File: src/rtl/nv_nvdla_cdp_dp_mul_fork.sv
// CDP lazy fork: one input beat feeds the LUT output register and a delay FIFO.
// The FIFO bounds LUT-path run-ahead to DEPTH beats ahead of the multiplier operand.
module nv_nvdla_cdp_dp_mul_fork #(
    parameter int THROUGHPUT = 4,
    parameter int ICVTO_BWPE = 9,
    parameter int DEPTH      = 16
) (
    input  logic                             nvdla_core_clk,
    input  logic                             nvdla_core_rstn,
    input  logic [THROUGHPUT*ICVTO_BWPE-1:0] cvt2fork_pd,
    input  logic                             cvt2fork_pvld,
    output logic                             cvt2fork_prdy,
    output logic [THROUGHPUT*ICVTO_BWPE-1:0] fork2lut_pd,
    output logic                             fork2lut_pvld,
    input  logic                             fork2lut_prdy,
    output logic [THROUGHPUT*ICVTO_BWPE-1:0] sync2mul_pd,
    output logic                             sync2mul_pvld,
    input  logic                             sync2mul_prdy,
    output logic [$clog2(DEPTH):0]           fifo_cnt
);

    localparam int PW = THROUGHPUT * ICVTO_BWPE;
    localparam int AW = $clog2(DEPTH);
    localparam int CW = AW + 1;
    localparam logic [CW-1:0] FULL = CW'(DEPTH);
    localparam logic [CW-1:0] ONE  = CW'(1);

    logic [PW-1:0] mem [DEPTH];
    logic [AW-1:0] wr_ptr;
    logic [AW-1:0] rd_ptr;
    logic [AW-1:0] rd_nxt;
    logic [CW-1:0] cnt;
    logic [CW-1:0] cnt_nxt;

    logic          lut_vld;
    logic [PW-1:0] lut_pd;
    logic          head_vld;
    logic [PW-1:0] head_pd;

    logic          lut_free;
    logic          push;
    logic          pop;
    logic          head_from_in;
    logic          head_from_mem;

    assign lut_free      = !lut_vld | fork2lut_prdy;
    assign cvt2fork_prdy = nvdla_core_rstn & lut_free & (cnt < FULL);
    assign push          = cvt2fork_pvld & cvt2fork_prdy;
    assign pop           = head_vld & sync2mul_prdy;
    assign rd_nxt        = rd_ptr + 1'b1;

    assign fork2lut_pd   = lut_pd;
    assign fork2lut_pvld = lut_vld;
    assign sync2mul_pd   = head_pd;
    assign sync2mul_pvld = head_vld;
    assign fifo_cnt      = cnt;

    // Occupancy and head-register source selection for the next cycle.
    always_comb begin
        cnt_nxt       = cnt;
        head_from_in  = 1'b0;
        head_from_mem = 1'b0;
        if (push && !pop) begin
            cnt_nxt = cnt + ONE;
        end else if (pop && !push) begin
            cnt_nxt = cnt - ONE;
        end
        if (push && ((cnt == '0) || (pop && cnt == ONE))) begin
            head_from_in = 1'b1;
        end else if (pop && cnt > ONE) begin
            head_from_mem = 1'b1;
        end
    end

    // LUT branch output register: load on transfer, clear on drain.
    always_ff @(posedge nvdla_core_clk) begin
        if (!nvdla_core_rstn) begin
            lut_vld <= 1'b0;
        end else if (push) begin
            lut_vld <= 1'b1;
        end else if (fork2lut_prdy) begin
            lut_vld <= 1'b0;
        end
    end

    // LUT branch data: not reset, qualified by lut_vld.
    always_ff @(posedge nvdla_core_clk) begin
        if (push) begin
            lut_pd <= cvt2fork_pd;
        end
    end

    // FIFO control: pointers, occupancy and head valid.
    always_ff @(posedge nvdla_core_clk) begin
        if (!nvdla_core_rstn) begin
            wr_ptr   <= '0;
            rd_ptr   <= '0;
            cnt      <= '0;
            head_vld <= 1'b0;
        end else begin
            if (push) begin
                wr_ptr <= wr_ptr + 1'b1;
            end
            if (pop) begin
                rd_ptr <= rd_nxt;
            end
            cnt      <= cnt_nxt;
            head_vld <= (cnt_nxt != '0);
        end
    end

    // FIFO storage: every accepted beat is written at the tail.
    always_ff @(posedge nvdla_core_clk) begin
        if (push) begin
            mem[wr_ptr] <= cvt2fork_pd;
        end
    end

    // Registered read of the head entry; bypass the input when the FIFO drains.
    always_ff @(posedge nvdla_core_clk) begin
        if (head_from_in) begin
            head_pd <= cvt2fork_pd;
        end else if (head_from_mem) begin
            head_pd <= mem[rd_nxt];
        end
    end

endmodule
File: config.mk
export PLATFORM = sky130hd
export DESIGN_NAME = nv_nvdla_cdp_dp_mul_fork
export DESIGN_NICKNAME = d
export VERILOG_FILES = /design/src/rtl/nv_nvdla_cdp_dp_mul_fork.sv
export SDC_FILE = /design/constraint.sdc
export NUM_CORES = 1
export LEC_CHECK = 0
export CORE_MARGIN = 4
export CORE_UTILIZATION = 35
export CTS_CLUSTER_SIZE = 20
export DETAILED_ROUTE_END_ITERATION = 6
export SLEW_MARGIN = 20
export SYNTH_ARGS = -nofsm -noshare
export SYNTH_HDL_FRONTEND = slang
export SYNTH_SLANG_ARGS = --single-unit
File: constraint.sdc
create_clock -name nvdla_core_clk -period 5.4 [get_ports nvdla_core_clk]
set_clock_uncertainty 0.2 [all_clocks]
set_input_delay 1.08 -clock nvdla_core_clk [delete_from_list [all_inputs] [get_ports nvdla_core_clk]]
set_output_delay 1.08 -clock nvdla_core_clk [all_outputs]
set_load 0.01 [all_outputs]
==> metrics.yaml, run 1 <==
drt:
  via_count: 11755
  drt_first_pass_iters: 5
  drc_errors: 0
  wire_per_inst_um: 24.6
  initialDrtViolationCount: 914
  antenna_left: 0
  wl_mm: 56.3
  vias_per_cell: 5.13
clocking:
  h-tree-depth: 3
  numClockSinks: 663
  clk_latency_ns: 0.60
  ctsResizeCount: 0
  cts.clk_slew.worst_paths_ns: 0.06
  cts_tree: "yes"
  post_cts_buffers: 0
  cts_root_buf: "clkbuf_16"
  cts_max_path_buffers: 3
  cts_hold_buf: 0
  cts_inserted_buffers: 72
setup_path:
  startpoint_type: "primary input"
  critical_path_class: "in2out"
  required_ns: 4.12
  end_kind: "output pin"
  path_max_fanout: 17
  critPathArrivalTime_ns: 2.84
  rr_worst_depth: 6
logic_synthesis:
  synth-seq-cells: 663
  synth.avg_cell_area_um2: 22.6
  yosysSeqAreaShare_pct: 78.2
  ys.warnings.count: 0
  ys.flop_type: "edfxtp_1"
  syn-num-nets: 1166
  synthesis.area_um2: 25300
  ys_types: 42
  async_flop_share_pct: 0
  synth_cells: 1116
  synth_edf_count: 648
floorplanning:
  design.die.area_um2: 76500
  start_util_pct: 35.3
  die_h_um: 277
  core-area_um2: 71500
  dieWidth_um: 277
  pin_count: 121
  rows: 98
timing:
  setup_viol: 0
  fmax_ghz: 0.243
  timing.final.hold_violations: 0
  post-route-min-period_ns: 4.12
  slew_violations: 0
  min_period_over_period_pct: 76.3
  slew_headroom_pct: 35.9
  finalSetupTns_ns: 0
  tightest_slew_ns: 0.954
  timing.hold.ws_ns: 0.329
  rsz0062_at_grt: "false"
placement:
  portBuffers: 120
  placed_area_um2: 27900
  dp_hpwl_mm: 33.1
  finalWeightedCongestion: 0.762
global_route:
  antenna_found_initial: 0
  grt.total_usage_pct: 14.5
  grt-ovfl-total: 0
  grt_pass1_vias: 12304
  grt_pass1_wl_mm: 82.8
  grt_max_degree: 53
power_and_ir_drop:
  p_total_mw: 12.1
  power_density_nw_per_um2: 401
  leakagePower_nw: 9.65
  ir_drop_mv: 0.189
layout:
  drive_above_1_share_pct: 22.2
  synthToLayoutAreaGrowth_pct: 19.3
  layout_commonest_cell: "edfxtp_1"
  n_fill_cell: 6093
  final_cell_mix: "edfxtp_1, mux4_2, clkdlybuf4s50_1, mux2i_1, clkbuf_16"
  fin_nets: 1341
  finalInstanceArea_um2: 30100
outcome:
  outcome: "completed"
worst_hold_path:
  holdPathStages: 2
  hold_class: "reg2reg"
run:
  maxCapViolCount: 0
[synthesized netlist by cell type (3+ instances only)]
cell	n	area [um2]
a31oi_1	3	18.8
o21ai_0	3	15.0
and2_1	8	50.1
mux2i_1	73	731
edfxtp_1	648	19500
ha_1	9	113
a22oi_1	37	278
dfxtp_1	15	300
clkbuf_1	27	101
buf_4	8	60.1
mux4_2	144	3240
a21boi_0	3	22.5
nand4_1	3	18.8
nand2b_1	3	18.8
nor2_1	14	52.6
nor3_1	6	30.0
o21a_1	37	278
nand2_1	13	48.8
xnor2_1	7	61.3
and3_1	4	25.0
inv_1	5	18.8
buf_2	21	105
[layer usage]
layer / vias to the layer above / track usage [%] / wire (um)
met2: 346 / 22.5 / 26400
met3: 66 / 3.37 / 3470
li1: 5075 / - / -
met5: - / 0 / 0
met4: 0 / 4.38 / 1180
met1: 6268 / 20.6 / 25300
[flip-flops by register name (all words and copies together), names as in the netlist]
signal and cells:
fifo_cnt 5, fork2lut_pd 36, fork2lut_pvld 1, mem 576, rd_ptr 4, sync2mul_pd 36, sync2mul_pvld 1, wr_ptr 4
[logic make-up after synthesis]
kind of cell               after synthesis  synth area share [%]
xor gates and xnor gates                 8                 0.307
DFF                                    663                  78.2
AOI/OAI and AO/OA                       94                  2.80
muxes                                  217                  15.7
adders and majority gates                9                 0.446
and+or+nand+nor                         64                  1.34
buffers and inverters                   61                  1.13
[through the flow]
step	std cells	util, %	setup WS [ns]
2_1_floorplan	1116	-	0.562
3_3_place_gp	2167	39.1	1.02
3_5_place_dp	2167	39.1	0.912
4_1_cts	2291	42.1	1.27
5_1_grt	2291	42.1	1.15
6_report	2292	42.1	1.28
[power breakdown]
group          internal [mW]  switching (mW)  total (mW)
Combinational          0.755           0.800        1.55
Sequential              5.82           0.107        5.93
Clock                   2.68            1.92        4.60
[final cells by class]
type | instances | area, um2 | area share, %
antenna | 1 | 2.50 | 0.00831
inverter | 5 | 18.8 | 0.0623
tap | 950 | 1190 | 3.95
multi-input combinational | 392 | 5400 | 17.9
clock buffer | 91 | 1890 | 6.29
clock inverter | 33 | 300 | 0.997
timing repair buffer | 157 | 1550 | 5.16
sequential | 663 | 19800 | 65.6
[path summary, 6_finish.rpt]
path	to	startpoint	slack, ns
setup / recovery	cvt2fork_prdy	nvdla_core_rstn	1.28
hold / removal	rd_ptr[1]$_SDFFE_PN0P_	rd_ptr[1]$_SDFFE_PN0P_	0.33
setup reg to reg	sync2mul_pd[26]$_DFFE_PP_	rd_ptr[0]$_SDFFE_PN0P_	1.73
hold reg to reg	rd_ptr[1]$_SDFFE_PN0P_	rd_ptr[1]$_SDFFE_PN0P_	0.33
[critical path, stage by stage]
cell,delay [ns]
clkdlybuf4s50_1,0.81
nand2b_1,0.23
nor2_1,0.15
clkdlybuf4s50_1,0.56
Power figures use the tool's default switching activity.
==> inputs of run 2 (changes only) <==
Clock period 5.4 ns to 4.1 ns, I/O delays scaled along.
==> run 2 against run 1 <==
Critical path depth is the same. Highest routed layer unchanged. Sequential cell count is the same. Sequential share of layout area shrank 0.69 points. First-iteration DRC count shrank 4.9%. Setup slack lost 0.38 ns. Clock power grew 40%. Final area grew 1.1%. Via count grew 0.12%.
==> metrics.yaml, run 2 (synthesis results as in run 1) <==
placement:
  placed_area_um2: 28100  # +0.52%
  finalWeightedCongestion: 0.725  # -4.9%
  dp_cells: 2179  # +0.55%
  dp_hpwl_mm: 30.8  # -7.0%
  portBuffers: 120  # unchanged
  pre_cts_ws_ns: 0.397  # -0.515 ns
timing:
  setup_viol: 0  # unchanged
  rsz0062_at_grt: "false"
  tightest_slew_ns: 1.01  # +0.0559 ns
  slew_headroom_pct: 32.4  # -3.5 points
  min_period_over_period_pct: 78.1
  fmax_ghz: 0.312
  slew_violations: 0  # unchanged
  finalSetupTns_ns: 0  # unchanged
  timing.final.ws_setup_ns: 0.898  # -0.384 ns
  timing.final.hold_violations: 0  # unchanged
  post-route-min-period_ns: 3.20
layout:
  multi_input_area_um2: 5400  # +0.12%
  largest_reg_flops: 576  # unchanged
  n_fill_cell: 6084  # -0.15%
  top_register: "mem"
  drive_above_1_share_pct: 23.8  # +1.6 points
  finalInstanceArea_um2: 30400  # +1.1%
  synthToLayoutAreaGrowth_pct: 20.5
  antenna_cells: 0  # -1
  layout_commonest_cell: "edfxtp_1"
  final_cell_mix: "edfxtp_1, mux4_2, clkdlybuf4s50_1, clkbuf_16, mux2i_1"
  stdcell_count: 2310  # +0.79%
  seq_area_um2: 19800  # unchanged
  fin_nets: 1354  # +0.97%
drt:
  antenna_left: 0  # unchanged
  wl_met3_mm: 2.45  # -29%
  drc_errors: 0  # unchanged
  wire_per_inst_um: 23.9  # -2.9%
  drt_first_pass_iters: 5  # unchanged
  initialDrtViolationCount: 869  # -4.9%
  route.met2.wl_mm: 27.2  # +3.1%
  wl_mm: 55.1  # -2.1%
  wirelength_met1_mm: 24.3  # -3.9%
  vias_per_cell: 5.09  # -0.66%
  via_count: 11769  # +0.12%
  top_layer: "met4"
outcome:
  outcome: "completed"
setup_path:
  critical_path_class: "in2out"
  worst_path_largest_cell_delay_ns: 0.51  # -0.30 ns
  path_max_fanout: 5  # -12
  critPathBufInv: 2  # unchanged
  required_ns: 3.08  # -1.04 ns
  cp_cell_sequence: "clkdlybuf4s50_1, nor2b_1, nor2_1, clkdlybuf4s50_1"
  critPathArrivalTime_ns: 2.18  # -0.66 ns
  crit_family: "buffers and inverters"
  crit_top_cell: "clkdlybuf4s50_1"
  reg2reg_from: "fifo_cnt[4]$_SDFF_PN0_"
  end_kind: "output pin"
  startpoint_type: "primary input"
  crit_slowest_cell: "clkdlybuf4s50_1"
  crit_start: "fork2lut_prdy"
floorplanning:
  die_h_um: 277  # unchanged
  start_util_pct: 35.3  # unchanged
  core-area_um2: 71500  # unchanged
  dieWidth_um: 277  # unchanged
  rows: 98  # unchanged
  pin_count: 121  # unchanged
  design.die.area_um2: 76500  # unchanged
global_route:
  grt_max_degree: 91  # +72%
  antenna_found_initial: 0  # unchanged
  grt-ovfl-total: 0  # unchanged
  grt_pass1_wl_mm: 83.6  # +0.94%
  grt.total_usage_pct: 14.5  # -0.052 points
  grt_pass1_vias: 12894  # +4.8%
run:
  maxCapViolCount: 0  # unchanged
clocking:
  ctsResizeCount: 0  # unchanged
  numClockSinks: 663  # unchanged
  clk_latency_ns: 0.60  # about the same
  cts_root_buf: "clkbuf_16"
  h-tree-depth: 3  # unchanged
  cts_hold_buf: 0  # unchanged
  cts_inserted_buffers: 73  # +1.4%
  post_cts_buffers: 0  # unchanged
  cts_max_path_buffers: 3  # unchanged
  cts.clk_slew.worst_paths_ns: 0.06  # about the same
  cts_tree: "yes"
worst_hold_path:
  hold_class: "reg2reg"
  holdCritStartpoint: "rd_ptr[1]$_SDFFE_PN0P_"
power_and_ir_drop:
  ir_drop_mv: 0.294  # +56%
  p_total_mw: 16.2  # +34%
  leakagePower_nw: 9.82  # +1.7%
  power_density_nw_per_um2: 533  # +33%
-- run 2: cell types whose count changed in the layout (fill, tap and decap cells not counted), moves of 2 or more --
cell / change
clkbuf_16: +3
clkinv_4: +2
buf_12: +4
clkinvlp_4: +4
bufinv_16: +3
clkinv_2: +4
clkbuf_1: -6
clkinv_8: -3
buf_4: +8
clkbuf_8: +2
-- run 2: worst reg2reg max path, cell delays in order (launching register included) --
cell,delay (ns)
dfxtp_1,0.39
nand2b_1,0.25
nor3_2,0.24
buf_12,0.28
nand2_1,0.36
nor2_4,0.49
buf_4,0.34
-- run 2: where the power goes --
part | switching, mW | internal (mW) | leakage [nW] | total, mW
Sequential | 0.0777 | 7.66 | 5.98 | 7.74
Clock | 2.59 | 3.86 | 1.16 | 6.45
Combinational | 1.03 | 1.01 | 2.68 | 2.03
Total | 3.69 | 12.5 | 9.82 | 16.2
-- run 2: routing by layer --
metal,vias up,GRT usage (%)
met5,-,0
met4,0,3.64
met3,80,2.73
met2,302,24.1
met1,6272,19.8
li1,5115,-
-- run 2: cell type report --
| cell class | count | share of cell area, % |
|---|---|---|
| Clock inverter | 41 | 1.30 |
| Sequential cell | 663 | 64.9 |
| Inverter | 5 | 0.0617 |
| Multi-Input combinational cell | 392 | 17.8 |
| Tap cell | 950 | 3.90 |
| Clock buffer | 90 | 6.49 |
| Timing Repair Buffer | 169 | 5.57 |
-- run 2: path summary, 6_finish.rpt --
check,slack [ns],endpoint,depth (start not counted)
worst min-delay path,0.32,rd_ptr[1]$_SDFFE_PN0P_,2
worst max-delay path,0.90,cvt2fork_prdy,4
worst max register to register,1.25,mem[15][34]$_DFFE_PP_,6
worst min register to register,0.32,rd_ptr[1]$_SDFFE_PN0P_,2
-- run 2: metrics by stage --
step	hold slack (ns)	utilization (%)
6_report	0.321	42.6
3_5_place_dp	0.319	39.3
2_1_floorplan	0.261	-
5_1_grt	0.359	42.6
3_3_place_gp	0.305	39.3
4_1_cts	0.325	42.6
